## src/rtl/cpu_pkg.sv

```systemverilog
// Shared types and constants for the CPU memory-access stage.
// The flag indices follow the [0:3] N,Z,C,V ordering of the flags bus.
package cpu_pkg;

    typedef enum logic {
        IDLE   = 1'b0,
        ACCESS = 1'b1
    } mem_state_e;

    localparam int FLAG_N = 0;
    localparam int FLAG_Z = 1;
    localparam int FLAG_C = 2;
    localparam int FLAG_V = 3;

    localparam int DEF_REG_IDX_W = 5;

    // Next value of the NZCV register when an instruction retires.
    function automatic logic [0:3] apply_flags(input logic [0:3] cur,
                                               input logic [0:3] alu_flags,
                                               input logic       en);
        logic [0:3] nxt;
        nxt = cur;
        if (en) begin
            nxt[FLAG_N] = alu_flags[FLAG_N];
            nxt[FLAG_Z] = alu_flags[FLAG_Z];
            nxt[FLAG_C] = alu_flags[FLAG_C];
            nxt[FLAG_V] = alu_flags[FLAG_V];
        end
        return nxt;
    endfunction

endpackage

```

## src/rtl/dmem_handshake.sv

```systemverilog
// Data-memory req/ack handshake: IDLE/ACCESS FSM, held request fields and
// the optional ack-wait timeout (enabled by MEM_TIMEOUT_EN).
module dmem_handshake
    import cpu_pkg::*;
#(
    parameter int ADDR_W = 64
`ifdef MEM_TIMEOUT_EN
    ,
    parameter int TIMEOUT = 255
`endif
) (
    input  logic              clk,
    input  logic              rst,
    input  logic              in_valid_i,
    input  logic              is_mem_i,
    input  logic              is_store_i,
    input  logic [0:63]       addr_i,
    input  logic [0:63]       wdata_i,
    input  logic              dmem_ack_i,
    output logic              dmem_req_o,
    output logic              dmem_we_o,
    output logic [0:ADDR_W-1] dmem_addr_o,
    output logic [0:63]       dmem_wdata_o,
    output logic              busy_o,
    output logic              launch_o,
    output logic              misalign_o,
    output logic              done_o,
    output logic              timeout_o
);

    mem_state_e        state_q, state_d;
    logic              we_q, we_d;
    logic [0:ADDR_W-1] addr_q, addr_d;
    logic [0:63]       wdata_q, wdata_d;
    logic              mem_op;
    logic              aligned;

    assign mem_op     = (state_q == IDLE) && in_valid_i && is_mem_i;
    assign aligned    = (addr_i[61:63] == 3'b000);
    assign launch_o   = mem_op && aligned;
    assign misalign_o = mem_op && !aligned;
    assign done_o     = (state_q == ACCESS) && dmem_ack_i;

`ifdef MEM_TIMEOUT_EN
    logic [7:0] wait_cnt_q, wait_cnt_d;

    // Counts completed wait cycles; gives up on the TIMEOUT-th unacknowledged cycle.
    assign wait_cnt_d = (state_q == ACCESS) ? wait_cnt_q + 8'd1 : 8'd0;
    assign timeout_o  = (state_q == ACCESS) && !dmem_ack_i
                        && (wait_cnt_q == 8'(TIMEOUT - 1));

    always_ff @(posedge clk or negedge rst) begin
        if (!rst) begin
            wait_cnt_q <= 8'd0;
        end else begin
            wait_cnt_q <= wait_cnt_d;
        end
    end
`else
    assign timeout_o = 1'b0;
`endif

    always_comb begin
        state_d = state_q;
        we_d    = we_q;
        addr_d  = addr_q;
        wdata_d = wdata_q;
        case (state_q)
            IDLE: begin
                if (launch_o) begin
                    state_d = ACCESS;
                    we_d    = is_store_i;
                    addr_d  = addr_i[64-ADDR_W +: ADDR_W];
                    wdata_d = wdata_i;
                end
            end
            ACCESS: begin
                if (done_o || timeout_o) begin
                    state_d = IDLE;
                end
            end
            default: state_d = IDLE;
        endcase
    end

    always_ff @(posedge clk or negedge rst) begin
        if (!rst) begin
            state_q <= IDLE;
            we_q    <= 1'b0;
            addr_q  <= '0;
            wdata_q <= '0;
        end else begin
            state_q <= state_d;
            we_q    <= we_d;
            addr_q  <= addr_d;
            wdata_q <= wdata_d;
        end
    end

    // The request is the ACCESS state itself, so reset withdraws it at once.
    assign busy_o       = (state_q == ACCESS);
    assign dmem_req_o   = (state_q == ACCESS);
    assign dmem_we_o    = we_q;
    assign dmem_addr_o  = addr_q;
    assign dmem_wdata_o = wdata_q;

endmodule

```

## src/rtl/memory_access_stage.sv

```systemverilog
// Memory stage: one 64-bit load/store per instruction, NZCV register, branch
// resolution and writeback register. Define MEM_TIMEOUT_EN for the ack timeout.
module memory_access_stage
    import cpu_pkg::*;
#(
    parameter int ADDR_W    = 64,
    parameter int REG_IDX_W = DEF_REG_IDX_W
`ifdef MEM_TIMEOUT_EN
    ,
    parameter int TIMEOUT   = 255
`endif
) (
    input  logic                 clk,
    input  logic                 rst,
    input  logic                 in_valid,
    input  logic [0:63]          alu_result,
    input  logic [0:63]          operand_b,
    input  logic                 regwrite,
    input  logic [REG_IDX_W-1:0] write_addr,
    input  logic                 memwrite,
    input  logic                 memtoreg,
    input  logic                 branch,
    input  logic                 setflags,
    input  logic [0:3]           flags,
    output logic                 mem_stall,
    output logic                 dmem_req,
    output logic                 dmem_we,
    output logic [0:ADDR_W-1]    dmem_addr,
    output logic [0:63]          dmem_wdata,
    input  logic [0:63]          dmem_rdata,
    input  logic                 dmem_ack,
    output logic                 wb_valid,
    output logic                 wb_regwrite,
    output logic [REG_IDX_W-1:0] wb_write_addr,
    output logic [0:63]          wb_data,
    output logic                 branch_taken,
    output logic [0:3]           nzcv,
    output logic                 mem_fault
);

    logic busy, launch, misalign, done, timeout, retire_direct;

    dmem_handshake #(
        .ADDR_W(ADDR_W)
`ifdef MEM_TIMEOUT_EN
        ,
        .TIMEOUT(TIMEOUT)
`endif
    ) u_handshake (
        .clk         (clk),
        .rst         (rst),
        .in_valid_i  (in_valid),
        .is_mem_i    (memwrite | memtoreg),
        .is_store_i  (memwrite),
        .addr_i      (alu_result),
        .wdata_i     (operand_b),
        .dmem_ack_i  (dmem_ack),
        .dmem_req_o  (dmem_req),
        .dmem_we_o   (dmem_we),
        .dmem_addr_o (dmem_addr),
        .dmem_wdata_o(dmem_wdata),
        .busy_o      (busy),
        .launch_o    (launch),
        .misalign_o  (misalign),
        .done_o      (done),
        .timeout_o   (timeout)
    );

    // Fields of the instruction parked in the stage while its access is outstanding.
    logic                 pend_regwrite_q, pend_regwrite_d;
    logic [REG_IDX_W-1:0] pend_addr_q, pend_addr_d;
    logic                 pend_load_q, pend_load_d;
    logic [0:63]          pend_alu_q, pend_alu_d;
    logic                 pend_setflags_q, pend_setflags_d;
    logic [0:3]           pend_flags_q, pend_flags_d;
    logic                 pend_branch_q, pend_branch_d;

    logic                 wb_valid_q, wb_valid_d;
    logic                 wb_regwrite_q, wb_regwrite_d;
    logic [REG_IDX_W-1:0] wb_addr_q, wb_addr_d;
    logic [0:63]          wb_data_q, wb_data_d;
    logic [0:3]           nzcv_q, nzcv_d;
    logic                 branch_taken_q, branch_taken_d;
    logic                 mem_fault_q, mem_fault_d;

    // Non-memory and misaligned instructions leave on the very next edge.
    assign retire_direct = !busy && in_valid && !launch;

    always_comb begin
        pend_regwrite_d = pend_regwrite_q;
        pend_addr_d     = pend_addr_q;
        pend_load_d     = pend_load_q;
        pend_alu_d      = pend_alu_q;
        pend_setflags_d = pend_setflags_q;
        pend_flags_d    = pend_flags_q;
        pend_branch_d   = pend_branch_q;
        wb_valid_d      = 1'b0;
        wb_regwrite_d   = 1'b0;
        wb_addr_d       = wb_addr_q;
        wb_data_d       = wb_data_q;
        nzcv_d          = nzcv_q;
        branch_taken_d  = 1'b0;
        mem_fault_d     = 1'b0;

        if (launch) begin
            // A store never writes the register file, even with memtoreg set.
            pend_regwrite_d = regwrite & ~memwrite;
            pend_addr_d     = write_addr;
            pend_load_d     = memtoreg & ~memwrite;
            pend_alu_d      = alu_result;
            pend_setflags_d = setflags;
            pend_flags_d    = flags;
            pend_branch_d   = branch;
        end

        if (retire_direct) begin
            wb_valid_d     = 1'b1;
            wb_regwrite_d  = regwrite & ~misalign;
            wb_addr_d      = write_addr;
            wb_data_d      = alu_result;
            nzcv_d         = apply_flags(nzcv_q, flags, setflags);
            branch_taken_d = branch & nzcv_q[FLAG_Z];
            mem_fault_d    = misalign;
        end else if (done || timeout) begin
            wb_valid_d     = 1'b1;
            wb_regwrite_d  = pend_regwrite_q & ~timeout;
            wb_addr_d      = pend_addr_q;
            wb_data_d      = (pend_load_q && done) ? dmem_rdata : pend_alu_q;
            nzcv_d         = apply_flags(nzcv_q, pend_flags_q, pend_setflags_q);
            branch_taken_d = pend_branch_q & nzcv_q[FLAG_Z];
            mem_fault_d    = timeout;
        end
    end

    always_ff @(posedge clk or negedge rst) begin
        if (!rst) begin
            pend_regwrite_q <= 1'b0;
            pend_addr_q     <= '0;
            pend_load_q     <= 1'b0;
            pend_alu_q      <= '0;
            pend_setflags_q <= 1'b0;
            pend_flags_q    <= '0;
            pend_branch_q   <= 1'b0;
            wb_valid_q      <= 1'b0;
            wb_regwrite_q   <= 1'b0;
            wb_addr_q       <= '0;
            wb_data_q       <= '0;
            nzcv_q          <= '0;
            branch_taken_q  <= 1'b0;
            mem_fault_q     <= 1'b0;
        end else begin
            pend_regwrite_q <= pend_regwrite_d;
            pend_addr_q     <= pend_addr_d;
            pend_load_q     <= pend_load_d;
            pend_alu_q      <= pend_alu_d;
            pend_setflags_q <= pend_setflags_d;
            pend_flags_q    <= pend_flags_d;
            pend_branch_q   <= pend_branch_d;
            wb_valid_q      <= wb_valid_d;
            wb_regwrite_q   <= wb_regwrite_d;
            wb_addr_q       <= wb_addr_d;
            wb_data_q       <= wb_data_d;
            nzcv_q          <= nzcv_d;
            branch_taken_q  <= branch_taken_d;
            mem_fault_q     <= mem_fault_d;
        end
    end

    assign mem_stall     = busy;
    assign wb_valid      = wb_valid_q;
    assign wb_regwrite   = wb_regwrite_q;
    assign wb_write_addr = wb_addr_q;
    assign wb_data       = wb_data_q;
    assign nzcv          = nzcv_q;
    assign branch_taken  = branch_taken_q;
    assign mem_fault     = mem_fault_q;

endmodule

```

## config.mk

```make
export PLATFORM = sky130hd
export DESIGN_NAME = memory_access_stage
export DESIGN_NICKNAME = d
export VERILOG_FILES = /design/src/rtl/cpu_pkg.sv /design/src/rtl/dmem_handshake.sv /design/src/rtl/memory_access_stage.sv
export SDC_FILE = /design/constraint.sdc
export NUM_CORES = 1
export LEC_CHECK = 0
export ABC_CLOCK_PERIOD_IN_PS = 2600
export CORE_AREA = 2 2 162 164
export DETAILED_ROUTE_END_ITERATION = 6
export DIE_AREA = 0 0 164 166
export GPL_TIMING_DRIVEN = 1
export PLACE_DENSITY = 0.88
export SETUP_SLACK_MARGIN = 0.05
export SKIP_CTS_REPAIR_TIMING = 1
export SLEW_MARGIN = 20
export SYNTH_ARGS = -nofsm -noshare
export SYNTH_HDL_FRONTEND = slang
export SYNTH_SLANG_ARGS = --single-unit
export TNS_END_PERCENT = 1
```

## constraint.sdc

```tcl
create_clock -name clk -period 2.6 [get_ports clk]
set_clock_uncertainty 0.1 [all_clocks]
set_input_delay 0.65 -clock clk [delete_from_list [all_inputs] [get_ports clk]]
set_output_delay 0.65 -clock clk [all_outputs]
set_load 0.01 [all_outputs]
```

# --- Yosys cells after proc, flatten, opt, wreduce, memory -nomap -nowiden ---
# Cells that the tools add are included.
word_totals:
  output_inout_bits: 208
  regBits: 284
  wordCells: 63
  in_bits: 210
op_classes:
  eq_ne: 1
  reduce_logical: 16
  bitwise_logic: 9
  muxes: 19
op_table:
  columns: ["op", "count"]
  rows:
  - ["two-way mux 64 bit", 3]
  - ["two-way mux 4 bit", 4]
  - ["two-way mux 5 bit", 2]
  - ["two-way mux 1 bit", 9]
  - ["logical AND 1 bit", 8]
  - ["AND 1 bit", 5]
  - ["nonzero test 2 bit", 2]
  - ["logical NOT 1 bit", 3]
  - ["logical NOT 3 bit", 1]
  - ["NOT 1 bit", 3]
  - ["AND reduction 3 bit", 1]
  - ["!= test 2 bit (second input constant)", 1]
  - ["case mux 1 bit (2 select lines)", 1]
  - ["AND reduction 2 bit", 1]
  - ["bitwise OR 1 bit", 1]

# --- Logic depth before layout (Yosys ltp) ---
# Gate-level depths: netlist of the first run.
logic_depth:
  ltp_word: 8
  mapped_depth: 6
  depth_no_buf: 5

# --- By module ---
# Synthesis of the first run repeated with hierarchy kept, for this count alone.
hier_totals:
  hier_cells: 927
  hier_area_um2: 12789.8
modules_own_cells:
  columns: ["mod", "cells_each", "area_per_inst_um2", "instances", "seq_area_each_um2"]
  rows:
  - ["memory_access_stage", 643, 7846.3, 1, 3853.7]
  - ["dmem_handshake", 284, 4943.5, 1, 3253.1]

# --- Worst setup path after synthesis of the first run ---
# No wires, ideal clock.
synth_timing:
  path_kind: "input port to flip-flop"
  from: "in alu_result[63] (netlist name)"
  to: "reg nzcv_q (netlist bit nzcv[0])"
  slack_ns: 0.486
  setup_ns: 0.125
  arrival_time_ns: 1.889
  required_time_ns: 2.375
  path_stages: 4
  cell_sequence: "or3_1 > o21ai_2 > mux2_2 > mux2_2"
synth_between:
  elab_chain_len: 6
  word_cells_on_any_way: 9
synth_lines:
  columns: ["element", "line_no", "source"]
  rows:
  - ["start, declared", "memory_access_stage.sv:16", "input logic [0:63] alu_result,"]
  - ["logical NOT 3 bit (*)", "dmem_handshake.sv:39", "assign aligned = (addr_i[61:63] == 3'b000);"]
  - ["logical AND 1 bit (*)", "dmem_handshake.sv:40", "assign launch_o = mem_op && aligned;"]
  - ["logical NOT 1 bit (*)", "memory_access_stage.sv:87", "assign retire_direct = !busy && in_valid && !launch;"]
  - ["logical AND 1 bit (*)", "memory_access_stage.sv:87", null]
  - ["!= test 2 bit (no source line) / nonzero test 2 bit (equally long branches)", null, null]
  - ["AND reduction 3 bit (no source line)", null, null]
  - ["end signal, assigned", "memory_access_stage.sv:163", "nzcv_q <= nzcv_d;"]
  - ["end, declared", "memory_access_stage.sv:82", "logic [0:3] nzcv_q, nzcv_d;"]
# Mark *: on every way between the ends. The rest lies on a longest branch, timed or not.
# A chain may end at the register's enable or synchronous reset.

# --- Final worst setup path of the first run ---
layout_timing:
  from: "reg u_handshake.state_q, in the netlist u_handshake.busy_o"
  to: "out mem_stall"
layout_rtl:
  columns: ["element", "line_no", "source"]
  rows:
  - ["start, declared", "dmem_handshake.sv:31", "mem_state_e state_q, state_d;"]
  - ["start signal, assigned", "dmem_handshake.sv:93", "state_q <= state_d;"]
  - ["end, declared", "memory_access_stage.sv:25", "output logic mem_stall,"]
# No word-level cell between the ends.

==> results of run 1 <==
how the worst max path moves through the flow:
stage                       startpoint            end  slack, ps  cells past startpoint
floorplan               alu_result[63]        nzcv[0]        490                      4
finish              u_handshake.busy_o      mem_stall        270                      1
detailed placement      alu_result[63]  pend_alu_q[8]        -20                      8
global placement        alu_result[63]        nzcv[1]          5                      6
CTS                 u_handshake.busy_o      mem_stall        240                      1
global route        u_handshake.busy_o      mem_stall        200                      1
layout make-up:
class | instances | share of cell area [%]
Timing Repair Buffer | 457 | 27.1
Sequential cell | 284 | 41.4
Multi-Input combinational cell | 773 | 22.8
Clock buffer | 42 | 5.05
Tap cell | 335 | 2.44
Inverter | 7 | 0.153
Clock inverter | 14 | 1.06
state kept, by name, summed over array words and instances (netlist names):
register / count
u_handshake.busy_o: 1
wb_regwrite: 1
pend_branch_q: 1
wb_data: 64
pend_setflags_q: 1
wb_write_addr: 5
pend_alu_q: 64
pend_regwrite_q: 1
branch_taken: 1
pend_load_q: 1
pend_flags_q: 4
nzcv: 4
pend_addr_q: 5
wb_valid: 1
u_handshake.dmem_addr_o: 64
mem_fault: 1
u_handshake.dmem_wdata_o: 64
u_handshake.dmem_we_o: 1
stage by stage:
step | cell area [um2] | hold WS [ps] | setup TNS (ps) | setup WS (ps)
floorplan | 11400 | 254 | 0 | 486
global placement | 16100 | 353 | 0 | 4.82
detailed placement | 16100 | 359 | -94.2 | -20.6
CTS | 17200 | -95.3 | 0 | 241
global route | 17200 | 389 | 0 | 198
finish | 17200 | 372 | 0 | 267
per-layer routing:
metal,vias up,GRT usage [%]
met5,-,0
met4,2,12.0
met3,125,6.12
met2,574,42.9
met1,4878,32.6
li1,4531,-
cells by family after synthesis:
| kind of cell | count (synthesis) | share of synthesized area, % |
|---|---|---|
| buffers and inverters | 72 | 3.23 |
| flip-flops | 284 | 62.6 |
| AO/OA/AOI/OAI | 82 | 6.83 |
| AND/OR/NAND/NOR | 619 | 20.9 |
| multiplexers | 72 | 6.43 |
report_power, final:
| part | total (mW) | internal [mW] | switching, mW |
|---|---|---|---|
| logic | 3.63 | 2.02 | 1.61 |
| clock network | 4.52 | 2.73 | 1.79 |
| registers | 5.90 | 5.32 | 0.577 |
synth_stat cells, types with 2 or more instances:
cell and number:
mux2i_1 64, clkbuf_1 15, buf_6 4, nor2_1 63
a22oi_1 6, nand2_1 538, nor3_2 2, a221o_1 62
mux2_2 8, nand2b_1 2, o21ai_0 7, nor2b_1 2
buf_4 4, inv_1 6, and2_1 7, o221a_2 2
buf_2 41, dfrtp_1 284
==> impl_metrics.env, run 1 <==
export IMPL_yosysSeqAreaShare_pct=62.6
export IMPL_ys_warn_count=0
export IMPL_rows=59
export IMPL_critPathTopFamily="buffers and inverters"
export IMPL_cts_tree="built"
export IMPL_total_power_mw=14.0
export IMPL_worstSetupStartpointType="flop"
export IMPL_portBuffers=417
export IMPL_drcViolationCount=0
export IMPL_ys_types=30
export IMPL_die_y_um=166
export IMPL_die_area_mm2=0.0272
export IMPL_synth_top_area_share_pct=62.6
export IMPL_viasPerCell=5.29
export IMPL_grt_max_degree=101
export IMPL_wl_met2_um=17200
export IMPL_antenna_cells=0
export IMPL_place_congestion=0.858
export IMPL_rsz0062_at_grt="false"
export IMPL_drive_above_1_share_pct=6.98
export IMPL_seq_area_mm2=0.00711
export IMPL_synthTopCellsByArea="dfrtp_1, nand2_1, mux2i_1, a221o_1, nor2_1"
export IMPL_worst_setup_path_type="reg2out"
export IMPL_status="complete, no violations"
export IMPL_top_layer_used="met5"
export IMPL_layout_nets=1764
export IMPL_first_iter_violations=1019
export IMPL_path_clk_slew_ps=60
export IMPL_crit_path_max_incr_delay_ps=580
export IMPL_start_util_pct=44.3
export IMPL_slew_headroom_pct=67.2
export IMPL_async_flop_share_pct=100
export IMPL_gr_total_overflow=0
export IMPL_ir_drop_v=0.000578
export IMPL_yosysTopAreaCell="dfrtp_1"
export IMPL_yosys_most_used_dff="dfrtp_1"
export IMPL_rr_worst_depth=5
export IMPL_cts_max_path_buffers=3
export IMPL_crit_chain="clkdlybuf4s50_1"
export IMPL_endpoint_kind="output port"
export IMPL_worstMarginPinSlew_ps=492
export IMPL_fmax_mhz=429
export IMPL_post_route_util_pct=67.0
export IMPL_grt_pass1_wl_um=56000
export IMPL_synth_edf_count=0
export IMPL_grt_pass1_vias=10322
export IMPL_r2r_start="u_handshake.busy_o"
export IMPL_clk_latency_ps=550
export IMPL_coreArea_mm2=0.0256
export IMPL_final_hold_viol_count=0
export IMPL_io_pins=418
export IMPL_r2r_setup_slack_ps=720
export IMPL_cts_buffers=31
export IMPL_routed_wl_um=36400
export IMPL_worstPathRequired_ps=1850
export IMPL_synthCells=1129
export IMPL_num_fill_cells=1859
export IMPL_placed_cells=1855
export IMPL_wl_per_cell_um=19.0
export IMPL_power_density_mw_per_mm2=818
export IMPL_wl_met1_um=13900
export IMPL_r2r_end="wb_data[29]"
export IMPL_setup_viol=0
export IMPL_synthToLayoutAreaGrowth_pct=51.2
export IMPL_syn_area_mm2=0.0114
export IMPL_vias=10110
export IMPL_worstPathArrival_ps=1580
export IMPL_p_leak_nw=8.44
export IMPL_multi_input_area_mm2=0.00391
export IMPL_final_cell_mix="nand2_1, clkdlybuf4s50_1, dfrtp_1"
export IMPL_ys_ff_latch=284
export IMPL_holdPathEnd="u_handshake.dmem_wdata_o[25]"
export IMPL_worst_path_buf_inv=1
export IMPL_hold_class="reg2reg"
export IMPL_wl_met3_um=3350
export IMPL_holdPathStages=2
export IMPL_antenna_left=0
export IMPL_dp_hpwl_um=25200
export IMPL_min_period_over_period_pct=89.7
export IMPL_cts_root_buf="clkbuf_16"
export IMPL_maxCapViolCount=0
export IMPL_antenna_found_initial=1
export IMPL_critPathSlowestCell="clkdlybuf4s50_1"
export IMPL_synth_avg_cell_area_um2=10.1
export IMPL_cts_sinks=284
export IMPL_grt_use_total_pct=26.1
export IMPL_finalNonFillerCells=1912
export IMPL_maxSlewViolCount=0
export IMPL_first_pass_iters=5
export IMPL_htree_levels=1
export IMPL_fin_crit_ps=2330
export IMPL_syn_nets=1339
export IMPL_min_delay_start="u_handshake.dmem_wdata_o[25]"
export IMPL_path_max_fanout=7
export IMPL_die_x_um=164
export IMPL_final_common_cell="nand2_1"
(Power assumes the default switching activity.)
==> inputs of run 2 (changes only) <==
- ABC_CLOCK_PERIOD_IN_PS: 2600 -> 3000
- TNS_END_PERCENT: 1 -> 30
- clock period: 2.6 -> 3 ns (I/O delays scaled with it)
==> impl_metrics.env, run 2 (synthesized netlist as in run 1, its figures left out) <==
export IMPL_status="complete, no violations"
export IMPL_worstSetupStartpointType="flop"
export IMPL_first_iter_violations=809
export IMPL_io_pins=418
export IMPL_power_density_mw_per_mm2=699
export IMPL_maxSlewViolCount=0
export IMPL_critPathTopFamily="buffers and inverters"
export IMPL_fmax_mhz=409
export IMPL_portBuffers=417
export IMPL_grt_pass1_vias=10088
export IMPL_grt_use_total_pct=25.3
export IMPL_grt_pass1_wl_um=54600
export IMPL_maxCapViolCount=0
export IMPL_cts_sinks=284
export IMPL_viasPerCell=5.27
export IMPL_rsz0062_at_grt="false"
export IMPL_cts_root_buf="clkbuf_16"
export IMPL_crit_path_max_incr_delay_ps=590
export IMPL_cts_max_path_buffers=3
export IMPL_clk_latency_ps=540
export IMPL_antenna_left=0
export IMPL_wl_per_cell_um=18.7
export IMPL_critPathSlowestCell="clkdlybuf4s50_1"
export IMPL_slew_headroom_pct=61.0
export IMPL_final_hold_viol_count=0
export IMPL_die_area_mm2=0.0272
export IMPL_worst_path_buf_inv=1
export IMPL_worstPathRequired_ps=2150
export IMPL_min_period_over_period_pct=81.6
export IMPL_crit_chain="clkdlybuf4s50_1"
export IMPL_drive_above_1_share_pct=5.66
export IMPL_die_y_um=166
export IMPL_tns_ps=0
export IMPL_endpoint_kind="output port"
export IMPL_first_pass_iters=5
export IMPL_wl_met2_um=17000
export IMPL_wl_met1_um=13700
export IMPL_wl_met3_um=3230
export IMPL_worst_setup_path_type="reg2out"
export IMPL_cts_tree="built"
export IMPL_antenna_cells=0
export IMPL_post_route_util_pct=66.0
export IMPL_hold_class="in2async"
export IMPL_drcViolationCount=0
export IMPL_dp_hpwl_um=24000
export IMPL_worstMarginPinSlew_ps=585
export IMPL_worstPathArrival_ps=1600
export IMPL_final_cell_mix="nand2_1, clkdlybuf4s50_1, dfrtp_1"
export IMPL_cts_buffers=29
export IMPL_grt_max_degree=112
export IMPL_place_congestion=0.872
export IMPL_p_leak_nw=8.29
export IMPL_vias=9959
export IMPL_path_clk_slew_ps=60
export IMPL_final_common_cell="nand2_1"
export IMPL_top_layer_used="met4"
export IMPL_die_x_um=164
export IMPL_routed_wl_um=35300
export IMPL_path_max_fanout=7
export IMPL_fin_crit_ps=2450
export IMPL_setup_viol=0
export IMPL_antenna_found_initial=0
export IMPL_ir_drop_v=0.000433
export IMPL_hold_slack_ps=55.4
export IMPL_coreArea_mm2=0.0256
export IMPL_gr_total_overflow=0
export IMPL_layout_nets=1745
export IMPL_synthToLayoutAreaGrowth_pct=48.8
export IMPL_rows=59
export IMPL_htree_levels=1
export IMPL_start_util_pct=44.3
==> run 2: cell type report <==
| class | instances | area [um2] |
|---|---|---|
| fill | 1830 | 8720 |
| timing repair buffer | 440 | 4490 |
| tap | 335 | 419 |
| inverter | 7 | 26.3 |
| sequential | 284 | 7110 |
| multi-input combinational | 773 | 3910 |
| clock inverter | 10 | 131 |
| clock buffer | 40 | 817 |
==> run 2: final timing paths <==
| kind | startpoint | end | cells after the start | slack [ps] |
|---|---|---|---|---|
| min in group clk | pend_flags_q[3] | pend_flags_q[3] | 2 | 370 |
| hold / removal | rst | pend_alu_q[47] | 1 | 60 |
| hold reg to reg | pend_flags_q[3] | pend_flags_q[3] | 2 | 370 |
| setup reg to reg | u_handshake.busy_o | wb_data[28] | 5 | 1040 |
| setup / recovery | u_handshake.busy_o | dmem_req | 1 | 550 |
| max in group asynchronous | rst | u_handshake.dmem_addr_o[53] | 2 | 1940 |
==> run 2: routing by layer <==
layer / GRT usage, % / up-vias
met1: 32.2 / 4867
met2: 42.2 / 517
met3: 6.04 / 95
met5: 0 / -
met4: 8.85 / 0
li1: - / 4480
==> run 2: report_power, final <==
group | switching (mW) | total, mW | internal, mW
registers | 0.512 | 5.12 | 4.61
clock network | 1.47 | 3.62 | 2.15
logic | 1.36 | 3.08 | 1.73
==> run 2: metrics by stage <==
step / area (um2) / std cells / power [mW] / setup slack (ps)
6_report: 16900 / 1889 / 11.8 / 553
5_1_grt: 16900 / 1889 / 12.4 / 503
3_3_place_gp: 16000 / 1839 / 8.12 / 144
3_5_place_dp: 16000 / 1839 / 8.24 / 121
2_1_floorplan: 11400 / 1129 / 6.33 / 786
4_1_cts: 16900 / 1889 / 11.9 / 531
